File: src/rtl/counter_4bit_if.sv
// Counter handshake bundle: enable in, count/tc/wrap out.
interface counter_4bit_if #(
  parameter int WIDTH = 4
);
  logic             enable;
  logic [WIDTH-1:0] count;
  logic             tc;
  logic             wrap;

  // The counter's side of the bundle.
  modport slave (
    input  enable,
    output count,
    output tc,
    output wrap
  );

  // The side that drives enable and watches the counter.
  modport master (
    output enable,
    input  count,
    input  tc,
    input  wrap
  );
endinterface

File: src/rtl/counter_4bit.sv
// Free-running up-counter that wraps after MAX_VALUE. It has a combinational
// terminal-count flag and a registered wrap pulse, so counters can be chained.
// MAX_VALUE must lie in 1..2**WIDTH-1. Count values above MAX_VALUE are never
// reached, because the wrap compare is an exact match on MAX_VALUE.
module counter_4bit #(
  parameter int WIDTH     = 4,
  parameter int MAX_VALUE = 2**WIDTH - 1
) (
  input  logic          clk,
  input  logic          reset,   // async, active-low
  counter_4bit_if.slave cnt_if
);

  localparam logic [WIDTH-1:0] MAX_V = WIDTH'(MAX_VALUE);

  logic [WIDTH-1:0] count_q, count_d;
  logic             wrap_q, wrap_d;
  logic             at_max;

  assign at_max = (count_q == MAX_V);

  // Next-state: advance when enabled, and roll to zero at MAX_VALUE with a wrap pulse.
  always_comb begin
    count_d = count_q;
    wrap_d  = 1'b0;
    if (cnt_if.enable) begin
      if (at_max) begin
        count_d = '0;
        wrap_d  = 1'b1;
      end else begin
        count_d = count_q + WIDTH'(1);
      end
    end
  end

  // State register: reset clears count and wrap immediately, without waiting for a clock edge.
  always_ff @(posedge clk or negedge reset) begin
    if (!reset) begin
      count_q <= '0;
      wrap_q  <= 1'b0;
    end else begin
      count_q <= count_d;
      wrap_q  <= wrap_d;
    end
  end

  assign cnt_if.count = count_q;
  assign cnt_if.wrap  = wrap_q;
  assign cnt_if.tc    = at_max & cnt_if.enable;

endmodule

File: src/flat_wrapper.sv
// flat-port wrapper written by rule: the top's interface ports become plain ports
module counter_4bit_flat 
#(
  parameter int WIDTH     = 4,
  parameter int MAX_VALUE = 2**WIDTH - 1
)
  (clk, reset, cnt_if_enable, cnt_if_count, cnt_if_tc, cnt_if_wrap);
  counter_4bit_if #(.WIDTH(WIDTH)) cnt_if_i ();
  input  logic clk;
  input  logic reset;
  input wire logic [$bits(cnt_if_i.enable)-1:0] cnt_if_enable;
  output wire logic [$bits(cnt_if_i.count)-1:0] cnt_if_count;
  output wire logic [$bits(cnt_if_i.tc)-1:0] cnt_if_tc;
  output wire logic [$bits(cnt_if_i.wrap)-1:0] cnt_if_wrap;
  assign cnt_if_i.enable = cnt_if_enable;
  assign cnt_if_count = cnt_if_i.count;
  assign cnt_if_tc = cnt_if_i.tc;
  assign cnt_if_wrap = cnt_if_i.wrap;
  counter_4bit #(.WIDTH(WIDTH), .MAX_VALUE(MAX_VALUE)) u_core (.clk(clk), .reset(reset), .cnt_if(cnt_if_i));
endmodule
File: config.mk
export PLATFORM = sky130hd
export DESIGN_NAME = counter_4bit_flat
export DESIGN_NICKNAME = d
export VERILOG_FILES = /design/src/rtl/counter_4bit_if.sv /design/src/rtl/counter_4bit.sv /design/src/flat_wrapper.sv
export SDC_FILE = /design/constraint.sdc
export NUM_CORES = 1
export LEC_CHECK = 0
export ABC_AREA = 1
export BUFFER_PORTS_ARGS = -buffer_cell sky130_fd_sc_hd__buf_2
export CAP_MARGIN = 25
export CORE_AREA = 2 2 39 41
export DETAILED_ROUTE_END_ITERATION = 10
export DIE_AREA = 0 0 41 43
export HOLD_SLACK_MARGIN = 0.05
export PLACE_DENSITY = 0.44
export SYNTH_ARGS = -nofsm -noshare
export SYNTH_HDL_FRONTEND = slang
export SYNTH_SLANG_ARGS = --single-unit
File: constraint.sdc
create_clock -name clk -period 1.33 [get_ports clk]
set_input_delay 0.133 -clock clk [delete_from_list [all_inputs] [get_ports clk]]
set_output_delay 0.133 -clock clk [all_outputs]
set_load 0.02 [all_outputs]
After elaboration in Yosys (flattened, before gate mapping)
Cells that the tools add are included.
- memories kept: 0
- flip-flop bits (word level): 5
- RAM bits: 0
- word-level logic and storage cells: 8
- latch bits: 0
- output and inout bits: 6
- input port bits: 3
- bits in read-only memories: 0
- muxes and demuxes: 3
- div/mod/pow operators: 0
- reductions and logical operators: 0
- add/subtract/negate cells: 1
- order comparisons: 0
- multipliers: 0
- eq/ne operators: 1
- shift-type cells: 0
- bitwise gates (word level): 1
- operator list (cell ; count):
    $add 4x1->4 const B ; 1
    $eq 4x4->1 const B ; 1
    $mux 4 ; 1
    $mux 1 ; 2
    $and 1x1->1 ; 1

Longest topological paths before layout
- depth after elaboration: 3
- mapped depth: 4
- mapped depth without buffers: 4

Worst setup path after synthesis
OpenSTA, ideal clock, no wires.
- path kind: reg-to-reg
- start: register u_core.count_q[0], in the netlist u_core.cnt_if.count[0]
- end: register u_core.count_q[0], in the netlist u_core.cnt_if.count[0]
- setup slack: 0.097 ns
- data required time: 1.199 ns
- clock period less this slack: 1.233 ns
- path buffers: 0
- setup time: 0.131 ns
- cell stages (with the launch flop): 5
- arrival time: 1.102 ns
- cells stage by stage: dfrtp_1 > ha_1 > nand3_1 > nor2_2 > nor2_1
- longest elaborated chain between the ends: 2
- elaborated cells between the ends (all ways): 3
- classes of those cells: add/sub (1); eq/ne (1); mux (1)
- RTL lines (what ; RTL line ; source):
    from (decl) ; counter_4bit.sv:16 ; logic [WIDTH-1:0] count_q, count_d;
    from (signal assigned) ; counter_4bit.sv:42 ; count_q <= count_d;
    $add 4x1->4 / $eq 4x4->1 (equally long branches) ; counter_4bit.sv:31, counter_4bit.sv:20 ;
    $mux 4 * ; counter_4bit.sv:27 ; if (at_max) begin
Mark *: on every way between the ends. The rest lies on a longest branch, timed or not.
A chain may end at the register's enable or synchronous reset.

Worst setup path after layout
- start: register u_core.count_q[0], in the netlist u_core.cnt_if.count[0]
- end: output port cnt_if_tc
- longest elaborated chain between the ends: 2
- RTL lines (what ; RTL line ; source):
    $eq 4x4->1 ; counter_4bit.sv:20 ; assign at_max = (count_q == MAX_V);
    $and 1x1->1 ; counter_4bit.sv:49 ; assign cnt_if.tc = at_max & cnt_if.enable;
    to (decl) ; flat_wrapper.sv:13 ; output wire logic [$bits(cnt_if_i.tc)-1:0] cnt_if_tc;
Every way passes these cells.

==> key figures <==
STA
  • Worst rel slew slack: 89.5%
  • Final worst path period need: 1250 ps
  • Highest clock rate: 0.803 GHz
  • Final-layout setup total negative slack: 0 ps
  • Portion of the clock cycle consumed by the worst path in the final layout: 93.7%
  • Pin slew with the least headroom to its limit: 157 ps
  • Number of hold violations in the final report: 0
  • Count of endpoints failing setup in the final report: 0
  • Layout Skew: 2.67 ps
  • Minimum setup slack in the final design: 84.0 ps
  • RSZ-0062 raised after global routing: false
  • Slew Limit Fails: 0

Logic synthesis
  • Most area-hungry cell type in the Yosys netlist: dfrtp_1
  • Synthesized netlist cell count: 24
  • Net count after synthesis: 28
  • Yosys synthesis warning count: 0
  • Count of unique library cells instantiated by Yosys: 10
  • Combined area of all synthesized cells: 220 um2
  • Proportion of synthesized chip area in sequential cells: 56.8%
  • Flops & latches, synth: 5
  • Area share of the largest cell type after synthesis: 56.8%
  • Syn Area/Cell: 9.18 um2
  • Main area contributors after synthesis: dfrtp_1, nand2_1, ha_1

Worst setup path
  • Start of the worst register-to-register path: u_core.cnt_if.count[0]$_DFFE_PN0P_
  • Source of the critical timing path: u_core.cnt_if.count[0]$_DFFE_PN0P_
  • Critical path class: reg2out
  • Critical Path, Cell by Cell: ha_2 -> nand3_2 -> nor2_4 -> buf_6
  • Family with the most delay on the worst path: flip-flops
  • Highest net fanout along the worst path: 2
  • Setup crit start kind: register
  • Cell depth of the worst flop-to-flop path: 5
  • Endpoint type of the worst setup path: primary output
  • Setup slack, reg-to-reg: 320 ps
  • CP Data Required Time: 1200 ps
  • Crit path buffers/inverters: 1
  • Number of cells on the critical path: 4
  • Arrival time worst endpoint: 1110 ps
  • CP max stage cell: dfrtp_1
  • End of the worst register-to-register path: u_core.cnt_if.count[0]$_DFFE_PN0P_
  • Delay of the slowest cell on the worst path: 360 ps
  • Critical path endpoint: cnt_if_tc

Routing
  • DRC marker count from the first detailed-route iteration: 2
  • Total via count in the routed design: 199
  • Detailed-route wire length: 447 um
  • Average vias per placed instance: 3.55
  • First drt pass iteration count: 2
  • Remaining routing DRC violations: 0
  • Post-detailed-route count of antenna-violating nets: 0
  • Average wire per cell in the routed design: 7.98 um

Cells and area
  • # fillers: 155
  • Nets@finish: 45
  • Layout cells sized above 1: 42.5%
  • Most frequent standard cell in the layout excluding fill and tap cells: nand2_1
  • Highest-count cells in the layout ignoring fill and taps: nand2_1, buf_2, dfrtp_1
  • Non-filler instance count after layout: 56
  • Final core utilization: 25.9%
  • Number of antenna repair diodes: 0
  • Signed area change from the synthesized netlist to the final layout: 62.5%

Global route
  • Pin count of the biggest net entering global routing: 7
  • Total Routing Usage GR: 7.46%
  • Initial antenna violation count: 0
  • Residual overflow from global routing: 0
  • Global-route wire length before repair: 772 um
  • Number of global-route vias before repair: 182

Clock network
  • Worst-case clock buffer depth: 2
  • Number of H-tree branching levels: 1
  • Count of clock tree sinks: 5
  • CTS root buf: clkbuf_4
  • Worst skew pair latency: 240 ps
  • Clock transition at path regs: 40 ps
  • Num CTS Buffers: 3
  • CTS tree: done

Min path
  • Worst hold-check path type: in2reg

Floorplanning
  • Die height: 43 um
  • Die ar.: 1760 um2
  • Die Span X: 41 um
  • Core area: 1380 um2
  • Starting Density: 15.9%
  • Site Rows: 14
  • I/O pins: 9

Placement
  • Placed cells: 48
  • Pre-CTS worst setup slack: 181 ps
  • Count of buffers from port buffering: 8
  • Estimated wirelength of the detail-placed design: 301 um
  • Final weighted congestion in routability-driven placement: 0.657

Pwr
  • Pwr per Cell Area: 2250 nW/um2
  • Maximum vdd drop: 765 uV
  • Leakage power of the design: 0.183 nW

Job
  • Max-cap viol count: 0

Status
  • Status: finished clean
-- cells in the mapped netlist, drive strengths merged --
library cell	number
nand2	8
dfrtp	5
o21ai	1
xor2	1
nor2	3
inv	3
ha	1
nand3	1
xnor2	1
-- per-stage QoR --
| stage | total power [mW] | area, um2 | hold slack (ps) |
|---|---|---|---|
| 2_1_floorplan | 0.467 | 220 | -163 |
| 3_3_place_gp | 0.561 | 280 | -42.4 |
| 3_5_place_dp | 0.562 | 280 | -47.8 |
| 4_1_cts | 0.817 | 350 | 187 |
| 5_1_grt | 0.890 | 358 | 217 |
| 6_report | 0.804 | 358 | 193 |
-- cells by family (layout without fill, tap and decap cells) --
group | after synthesis | count (layout) | share of synthesized area, %
adder cells (fa/ha/maj) | 1 | 1 | 5.68
flip-flops | 5 | 5 | 56.8
XOR/XNOR | 2 | 2 | 7.96
AND/OR/NAND/NOR | 12 | 12 | 22.2
buffers and inverters | 3 | 19 | 5.11
AO/OA/AOI/OAI | 1 | 1 | 2.27
-- worst min-delay path by stage --
stage                        from                            endpoint  depth (start not counted)
floorplan                   reset  u_core.cnt_if.count[0]$_DFFE_PN0P_                          0
global placement            reset        u_core.cnt_if.wrap$_DFF_PN0_                          1
detailed placement          reset  u_core.cnt_if.count[3]$_DFFE_PN0P_                          1
CTS                 cnt_if_enable  u_core.cnt_if.count[1]$_DFFE_PN0P_                          3
global route        cnt_if_enable  u_core.cnt_if.count[1]$_DFFE_PN0P_                          3
finish              cnt_if_enable  u_core.cnt_if.count[1]$_DFFE_PN0P_                          3
-- metal layers --
layer / GRT usage, % / up-vias / share of wire [%]
met4: 2.00 / 0 / 1.6
li1: - / 106 / -
met1: 9.12 / 82 / 53
met5: 0 / - / 0
met3: 9.42 / 2 / 9.6
met2: 7.81 / 9 / 36
-- final cells by class --
class | instances | area [um2] | area share, %
clock buffer | 4 | 26.3 | 7.34
inverter | 3 | 11.3 | 3.15
multi-input combinational | 16 | 96.3 | 26.9
sequential | 5 | 125 | 35.0
tap | 16 | 20.0 | 5.59
timing repair buffer | 12 | 78.8 | 22.0
-- registers in the layout (all words and copies together) (netlist names) --
register and count:
u_core.cnt_if.count 4, u_core.cnt_if.wrap 1
-- where the power goes --
group | leakage, nW | internal [mW] | switching (mW)
Clock | 0.0150 | 0.113 | 0.0583
Combinational | 0.105 | 0.156 | 0.210
Sequential | 0.0624 | 0.215 | 0.0507
-- tightest hold or removal path, stage by stage --
cell and delay (ps):
buf_2 140, nand2_1 70, nand2_1 50
-- timing repair --
action | 4_1_cts | 5_1_grt
pin swaps | 1 | 1
buffers inserted | 2 | 1
cloned | 0 | 0
resized for setup | 5 | 0
hold endpoints to repair | 5 | 0
endpoints found under the setup margin | 1 | 1
hold buffers | 1 | 0
Note: power is estimated with default switching activity, not from simulation.
